## src/rtl/turn_move_controller.sv

```systemverilog
// Turn move controller: drops the current player's piece into the chosen (or timed-out,
// pseudo-random) column, maintains the board image and hands the turn over.
module turn_move_controller #(
  parameter int unsigned COLS = 7,
  parameter int unsigned ROWS = 6
) (
  input  logic                     clk,
  input  logic                     rst,
  input  logic                     btn_confirm,
  input  logic [2:0]               col_sel,
  input  logic                     tiempo,
  input  logic [7:0]               posicion_ra,
  input  logic                     gano,
  output logic                     guardado,
  output logic                     turno,
  output logic [2*ROWS*COLS-1:0]   tablero,
  output logic [2:0]               ultima_fila,
  output logic [2:0]               ultima_col,
  output logic                     invalida,
  output logic                     tablero_lleno,
  output logic                     busy
);

  localparam int unsigned CW = (COLS > 1) ? $clog2(COLS) : 1;
  localparam int unsigned RW = (ROWS > 1) ? $clog2(ROWS) : 1;

  typedef enum logic [2:0] {IDLE, CHECK, FIND, PLACE, DONE} state_t;
  typedef logic [ROWS-1:0][COLS-1:0][1:0] board_t;

  state_t          state_q, state_d;
  board_t          board_q, board_d;
  logic [CW-1:0]   c_q, c_d;
  logic [RW-1:0]   r_q, r_d;
  logic [CW-1:0]   att_q, att_d;
  logic            src_auto_q, src_auto_d;
  logic            guardado_d, invalida_d, turno_d, lleno_d, busy_d;
  logic [2:0]      ultima_fila_d, ultima_col_d;

  logic [COLS-1:0] top_occ;
  logic            accept_c;
  logic            col_ok_c;
  logic            col_full_c;
  logic            cell_empty_c;
  logic            last_try_c;
  logic [CW-1:0]   auto_col_c;
  logic [CW-1:0]   next_col_c;

  // Occupancy of the top row; a column is full exactly when its top cell is taken.
  for (genvar i = 0; i < COLS; i++) begin : g_top
    assign top_occ[i] = |board_q[ROWS-1][i];
  end

  assign accept_c     = !gano && !tablero_lleno;
  assign col_ok_c     = 32'(col_sel) < COLS;
  assign col_full_c   = top_occ[c_q];
  assign cell_empty_c = (board_q[r_q][c_q] == 2'b00);
  assign last_try_c   = (att_q == CW'(COLS - 1));
  assign auto_col_c   = CW'(posicion_ra % 8'(COLS));
  assign next_col_c   = (c_q == CW'(COLS - 1)) ? '0 : c_q + 1'b1;

  assign tablero = board_q;

  // State register
  always_ff @(posedge clk or negedge rst) begin
    if (!rst) state_q <= IDLE;
    else      state_q <= state_d;
  end

  // Next-state logic
  always_comb begin
    state_d = state_q;
    unique case (state_q)
      IDLE: begin
        if (accept_c) begin
          if (btn_confirm) begin
            if (col_ok_c) state_d = CHECK;
          end else if (tiempo) begin
            state_d = CHECK;
          end
        end
      end
      CHECK: begin
        if (!col_full_c)     state_d = FIND;
        else if (!src_auto_q) state_d = IDLE;
        else if (last_try_c)  state_d = IDLE;
      end
      FIND:    if (cell_empty_c) state_d = PLACE;
      PLACE:   state_d = DONE;
      DONE:    state_d = IDLE;
      default: state_d = IDLE;
    endcase
  end

  // Datapath and output next values
  always_comb begin
    board_d       = board_q;
    c_d           = c_q;
    r_d           = r_q;
    att_d         = att_q;
    src_auto_d    = src_auto_q;
    guardado_d    = 1'b0;
    invalida_d    = 1'b0;
    turno_d       = turno;
    lleno_d       = tablero_lleno;
    ultima_fila_d = ultima_fila;
    ultima_col_d  = ultima_col;
    busy_d        = (state_d != IDLE);
    unique case (state_q)
      IDLE: begin
        if (accept_c) begin
          if (btn_confirm) begin
            if (col_ok_c) begin
              c_d        = CW'(col_sel);
              src_auto_d = 1'b0;
              att_d      = '0;
            end else begin
              invalida_d = 1'b1;
            end
          end else if (tiempo) begin
            c_d        = auto_col_c;
            src_auto_d = 1'b1;
            att_d      = '0;
          end
        end
      end
      CHECK: begin
        if (!col_full_c) begin
          r_d = '0;
        end else if (!src_auto_q) begin
          invalida_d = 1'b1;
        end else if (last_try_c) begin
          lleno_d = 1'b1;
        end else begin
          c_d   = next_col_c;
          att_d = att_q + 1'b1;
        end
      end
      FIND: begin
        if (!cell_empty_c) r_d = r_q + 1'b1;
      end
      PLACE: begin
        board_d[r_q][c_q] = turno ? 2'b10 : 2'b01;
        ultima_fila_d     = 3'(r_q);
        ultima_col_d      = 3'(c_q);
        guardado_d        = 1'b1;
      end
      DONE: begin
        turno_d = ~turno;
        lleno_d = &top_occ;
      end
      default: ;
    endcase
  end

  // Datapath and output registers
  always_ff @(posedge clk or negedge rst) begin
    if (!rst) begin
      board_q       <= '0;
      c_q           <= '0;
      r_q           <= '0;
      att_q         <= '0;
      src_auto_q    <= 1'b0;
      guardado      <= 1'b0;
      invalida      <= 1'b0;
      turno         <= 1'b0;
      tablero_lleno <= 1'b0;
      ultima_fila   <= '0;
      ultima_col    <= '0;
      busy          <= 1'b0;
    end else begin
      board_q       <= board_d;
      c_q           <= c_d;
      r_q           <= r_d;
      att_q         <= att_d;
      src_auto_q    <= src_auto_d;
      guardado      <= guardado_d;
      invalida      <= invalida_d;
      turno         <= turno_d;
      tablero_lleno <= lleno_d;
      ultima_fila   <= ultima_fila_d;
      ultima_col    <= ultima_col_d;
      busy          <= busy_d;
    end
  end

endmodule

```

## config.mk

```make
export PLATFORM = sky130hd
export DESIGN_NAME = turn_move_controller
export DESIGN_NICKNAME = d
export VERILOG_FILES = /design/src/rtl/turn_move_controller.sv
export SDC_FILE = /design/constraint.sdc
export NUM_CORES = 1
export LEC_CHECK = 0
export CORE_MARGIN = 1
export CORE_UTILIZATION = 45
export DETAILED_ROUTE_END_ITERATION = 12
export PLACE_DENSITY = 0.78
export SKIP_CTS_REPAIR_TIMING = 1
export SLEW_MARGIN = 40
export SYNTH_ARGS = -nofsm -noshare
export SYNTH_HDL_FRONTEND = slang
export SYNTH_SLANG_ARGS = --single-unit
export TNS_END_PERCENT = 50
```

## constraint.sdc

```tcl
create_clock -name clk -period 3.2 [get_ports clk]
set_input_delay 0.8 -clock clk [delete_from_list [all_inputs] [get_ports clk]]
set_output_delay 0.8 -clock clk [all_outputs]
set_load 0.02 [all_outputs]
```

==> results.json, run 1 <==
{
  "drive_gt1_frac": 0.228,
  "cts_tree": "done",
  "syn_area_per_cell_sq_um": 9.72,
  "drt_pass1_iterations": 5,
  "synth.top_cell.area_share": 0.458,
  "period_share": 0.982,
  "grt_pass1_vias": 5155,
  "p_per_area_mw_per_mm2": 759,
  "clk_pin_slew_worst_paths_ns": 0.07,
  "diodes": 0,
  "finalNonFillerCells": 913,
  "fp.dieW_um": 117,
  "tightest_slew_ns": 0.815,
  "p_sw_mw": 2.42,
  "yosysUniqueCellTypes": 81,
  "p_clk_frac": 0.197,
  "crit_arrival_ns": 3.40,
  "ys_seq_area_frac": 0.458,
  "yosys_most_used_dff": "dfrtp_1",
  "drtIter0Drc": 603,
  "skew_ns": 0.0109,
  "vias": 5440,
  "grt_pass1_wl_um": 27100,
  "period_minus_slack_ns": 3.14,
  "antenna_found_initial": 0,
  "layout_common_cells": "107 x dfrtp_1, 103 x clkdlybuf4s50_1, 82 x nand2_1, 58 x a21oi_1, 55 x buf_4",
  "required_ns": 3.45,
  "cts_root_buffer": "clkbuf_16",
  "power.internal_mw": 3.50,
  "clock-sinks": 108,
  "synth_seq_cells": 108,
  "crit_path_end_kind": "flop",
  "r2r_start": "r_q[2]",
  "status": "complete, no violations",
  "r2r_slack_ns": 0.43,
  "htreeDepth": 3,
  "syn-cell-area_sq_mm": 0.00591,
  "clkLatencyLatePin_ns": 0.35,
  "syn-num-nets": 629,
  "worstReg2RegEnd": "r_q[0]",
  "path_max_fanout": 7,
  "r2r_cells": 6,
  "fmax_ghz": 0.318,
  "synth_top_area_cell": "dfrtp_1",
  "die_area_sq_mm": 0.0136,
  "critPathKind": "input pin to flop",
  "row_count": 41,
  "seq_power_share": 0.355,
  "cp-start-kind": "input pin",
  "wl_um": 17100,
  "wl_per_cell_um": 18.8,
  "die_h_um": 117,
  "clock_path_buffers": 2,
  "placed_cells": 892,
  "grt_max_degree": 86,
  "setup-violations-final": 0,
  "synth.area.top_cells": "dfrtp_1 46%, mux2_2 8.4%, nand2_1 5.2%, a21oi_1 4.9%, a31oi_1 4.6%",
  "swShare": 0.409,
  "power_leakage_nw": 3.38,
  "fin_nets": 757,
  "ir_drop_v": 0.000428,
  "top_level_ports": 111,
  "grt_remaining_overflow": 0,
  "hpwl_um": 12100,
  "drc": 0,
  "final_common_cell": "dfrtp_1",
  "final-hold-violation-count": 0,
  "synth_edf_count": 0,
  "slew_headroom": 0.457,
  "io_buffers": 110,
  "power_mw": 5.92,
  "async_flop_share": 1.00,
  "core_sq_mm": 0.0127,
  "antenna_left": 0,
  "share_comb_of_total_power": 0.447,
  "place_congestion": 0.912,
  "cts_buffers": 9,
  "yosysWarnings": 0,
  "hold_path_class": "input pin to asynchronous set/reset pin",
  "vias_per_cell": 5.96,
  "area_growth_pct": 32.2,
  "max_cap_viol_count": 0,
  "start_util": 0.464,
  "grt_usage": 0.261,
  "finalMaxSlewViolations": 0,
  "syn_inst": 608
}
-- metrics by stage --
stage                     TNS [ns]  utilization  cell area (sq um)  hold WS, ns  setup slack, ns
final                            0        0.614               7810        0.463           0.0572
after global routing        -0.153        0.614               7810        0.503          -0.0902
after CTS                   -0.839        0.607               7720        0.486           -0.387
after detailed placement     -1.87        0.582               7400        0.471           -0.709
after global placement       -1.25        0.582               7400        0.459           -0.458
after floorplan                  0            -               5920        0.487           0.0244
-- kinds of logic (layout without fill, tap and decap cells) --
family	count (synthesis)	count (layout)	share of synthesized area
XOR/XNOR	3	3	0.00445
adder cells (fa/ha/maj)	5	5	0.0106
flip-flops	108	108	0.458
AO/OA/AOI/OAI	194	194	0.210
AND/OR/NAND/NOR	180	180	0.161
multiplexers	56	56	0.107
buffers and inverters	62	195	0.0489
-- how the worst max path moves through the flow --
| stage | slack, ns | end | from | cells past startpoint |
|---|---|---|---|---|
| detailed placement | -0.71 | c_q[0] | posicion_ra[3] | 14 |
| CTS | -0.39 | c_q[0] | posicion_ra[3] | 14 |
| global route | -0.09 | c_q[0] | posicion_ra[7] | 14 |
| floorplan | 0.02 | c_q[0] | posicion_ra[3] | 14 |
| finish | 0.06 | c_q[0] | posicion_ra[3] | 14 |
| global placement | -0.46 | c_q[0] | posicion_ra[3] | 14 |
-- synthesized netlist by cell type (3+ instances only) --
cell type,instances
o32ai_1,3
o211ai_1,7
nand2b_1,8
nor3b_2,3
mux2_2,44
or2_2,4
a31oi_1,43
clkbuf_1,31
ha_1,5
or2_1,3
nand3_1,9
inv_1,10
nor2b_1,3
mux2i_1,9
buf_2,8
o21ai_0,34
and3b_1,3
buf_6,3
o21ai_1,6
nor3_1,7
and2_1,3
dfrtp_1,108
nor3_2,4
nand2_1,82
a41oi_1,3
nor2_1,23
buf_4,6
a21oi_1,58
nand4_1,7
o22ai_1,5
and3_1,3
-- registers in the layout, summed over array words and instances (netlist names), 3 cells and up --
register	count
ultima_fila	3
ultima_col	3
c_q	3
tablero	84
r_q	3
state_q	3
att_q	3
-- power groups by stage --
stage          Combinational (mW)  Sequential [mW]  Clock (mW)
2_1_floorplan                1.31             2.28           0
3_3_place_gp                 2.53             2.10           0
3_5_place_dp                 2.60             2.12           0
4_1_cts                      2.62             2.10        1.18
5_1_grt                      2.86             2.15        1.23
6_report                     2.65             2.11        1.17
-- routing by layer --
| layer | vias to the layer above | part of all wire | global-route usage |
|---|---|---|---|
| met1 | 2676 | 0.41 | 0.344 |
| met2 | 243 | 0.50 | 0.421 |
| met4 | 0 | 0.029 | 0.102 |
| li1 | 2482 | - | - |
| met5 | - | 0 | 0 |
| met3 | 39 | 0.063 | 0.0550 |
-- worst max-delay path: stages --
cell	delay, ns
buf_2	0.16
xor2_2	0.19
a22oi_2	0.10
o2111ai_2	0.22
ha_2	0.25
nand3_1	0.10
o32ai_2	0.33
nor3_2	0.09
mux2i_2	0.26
ha_2	0.23
inv_1	0.09
nor4_4	0.24
a211oi_2	0.08
a221oi_2	0.25
-- layout make-up --
type / instances / area [sq um]
clock buffers: 11 / 253
clock inverters: 5 / 63.8
fillers: 1072 / 4920
inverters: 11 / 41.3
multi-input cells: 438 / 2990
flip-flops and latches: 108 / 2700
well taps: 172 / 215
repair buffers: 168 / 1540
Power figures use the tool's default switching activity.
==> run 2, diff against run 1 <==
--- a/config.mk
+++ b/config.mk
@@ -7,8 +7,9 @@
 export LEC_CHECK = 0
 export CORE_MARGIN = 1
 export CORE_UTILIZATION = 45
+export CTS_BUF_LIST = sky130_fd_sc_hd__clkbuf_8
 export DETAILED_ROUTE_END_ITERATION = 12
-export PLACE_DENSITY = 0.78
+export PLACE_DENSITY = 0.72
 export SKIP_CTS_REPAIR_TIMING = 1
 export SLEW_MARGIN = 40
 export SYNTH_ARGS = -nofsm -noshare
==> results.json, run 2 (synthesis gave the netlist of run 1 again) <==
{
  "cpPeakStageDelay_ns": 0.34,
  "cts_tree": "done",
  "crit_slowest_cell": "o32ai_2",
  "clkLatencyLatePin_ns": 0.38,
  "grt_pass1_wl_um": 26100,
  "design_area_sq_mm": 0.00769,
  "finalWorstSetupSlack_ns": 0.123,
  "placed_cells": 897,
  "startpoint": "posicion_ra[2]",
  "crit_arrival_ns": 3.37,
  "clock-sinks": 108,
  "largest_reg_flops": 84,
  "met2_usage": 0.401,
  "cts_root_buffer": "clkbuf_8",
  "finalNonFillerCells": 914,
  "clock_path_buffers": 2,
  "tightest_slew_ns": 0.778,
  "fmax_ghz": 0.325,
  "path_buf_inv": 3,
  "critPathKind": "input pin to flop",
  "antenna_left": 0,
  "skew_ns": 0.0127,
  "final_common_cell": "dfrtp_1",
  "path_max_fanout": 6,
  "start_util": 0.464,
  "hpwl_um": 11700,
  "core_sq_mm": 0.0127,
  "required_ns": 3.50,
  "grt.met1_usage": 0.346,
  "fp.dieW_um": 117,
  "io_buffers": 110,
  "placed_cell_area_sq_mm": 0.00745,
  "seq_area_sq_mm": 0.00270,
  "ir_drop_v": 0.000464,
  "finalMaxSlewViolations": 0,
  "multiInputGateArea_sq_mm": 0.00295,
  "power_mw": 5.64,
  "crit_path_end_kind": "flop",
  "tns_ns": 0,
  "drt_pass1_iterations": 5,
  "hold_path_class": "input pin to asynchronous set/reset pin",
  "cp-start-kind": "input pin",
  "wl_um": 16400,
  "fin_nets": 758,
  "drtIter0Drc": 449,
  "power_leakage_nw": 3.34,
  "place_congestion": 0.856,
  "r2r_start": "r_q[2]",
  "htreeDepth": 3,
  "top_level_ports": 111,
  "nFillCells": 1129,
  "critPathMostFrequentCell": "ha_2",
  "grt_busiest_layer": "met2",
  "cp_cell_sequence": "dlymetal6s2s_1 -> buf_4 -> nor2_1 -> nand2_1 -> o2111ai_2 -> ha_2 -> nand3_1 -> o32ai_2 -> nor3_2 -> mux2i_1 -> ha_2 -> inv_1 -> nor4_2 -> a211oi_1 -> a221oi_2",
  "dp_slack_ns": -0.713,
  "grt_remaining_overflow": 0,
  "clk_pin_slew_worst_paths_ns": 0.11,
  "grt_max_degree": 86,
  "grt_usage": 0.250,
  "status": "complete, no violations",
  "grt_pass1_vias": 4986,
  "vias_per_cell": 5.75,
  "period_share": 0.962,
  "p_per_area_mw_per_mm2": 733,
  "layout_common_cells": "107 x dfrtp_1, 103 x clkdlybuf4s50_1, 82 x nand2_1, 59 x buf_4, 58 x a21oi_1",
  "die_area_sq_mm": 0.0136,
  "final-hold-violation-count": 0,
  "row_count": 41,
  "wl_per_cell_um": 18.0,
  "hold_slack_ns": 0.451,
  "antenna_found_initial": 0,
  "vias": 5251,
  "area_growth_pct": 30.2,
  "drc": 0,
  "diodes": 0,
  "die_h_um": 117,
  "drive_gt1_frac": 0.221,
  "final_core_util": 0.604,
  "period_minus_slack_ns": 3.08,
  "cts_buffers": 9,
  "setup-violations-final": 0,
  "slew_headroom": 0.481,
  "max_cap_viol_count": 0,
  "path_delay_family": "compound AO/OA/AOI/OAI gates",
  "met3_usage": 0.0535
}
==> run 2: cell types whose count changed in the layout (fill, tap and decap cells not counted), moves of 2 or more <==
cell       previous run  this run
clkbuf_16             9         0
clkbuf_8              2        11
buf_4                55        59
buf_2                 2         0
buf_6                 3         1
clkinv_4              0         2
inv_6                 3         1
==> run 2: area by class of cell <==
type                            count  area share
Clock inverter                      5     0.00879
Sequential cell                   108       0.352
Inverter                           11     0.00537
Clock buffer                       11      0.0197
Timing Repair Buffer              169       0.203
Multi-Input combinational cell    438       0.384
Tap cell                          172      0.0280
==> run 2: worst paths after layout <==
| kind | endpoint | slack, ns | depth (start not counted) |
|---|---|---|---|
| setup / recovery | c_q[0] | 0.12 | 15 |
| hold / removal | src_auto_q | 0.45 | 1 |
| setup reg to reg | r_q[0] | 0.37 | 7 |
| hold reg to reg | ultima_fila[0] | 0.48 | 2 |
| max in group asynchronous | tablero[71] | 2.01 | 2 |
| min in group clk | ultima_fila[0] | 0.48 | 2 |
==> run 2: where the power goes <==
part	switching [mW]	total [mW]	internal [mW]
clock	0.491	0.907	0.416
combinational	1.48	2.64	1.16
sequential	0.389	2.09	1.70
total	2.36	5.64	3.27
==> run 2: per-layer routing <==
metal / up-vias / share of wire
li1: 2490 / -
met1: 2553 / 0.44
met2: 184 / 0.48
met3: 24 / 0.064
met4: 0 / 0.015
met5: - / 0
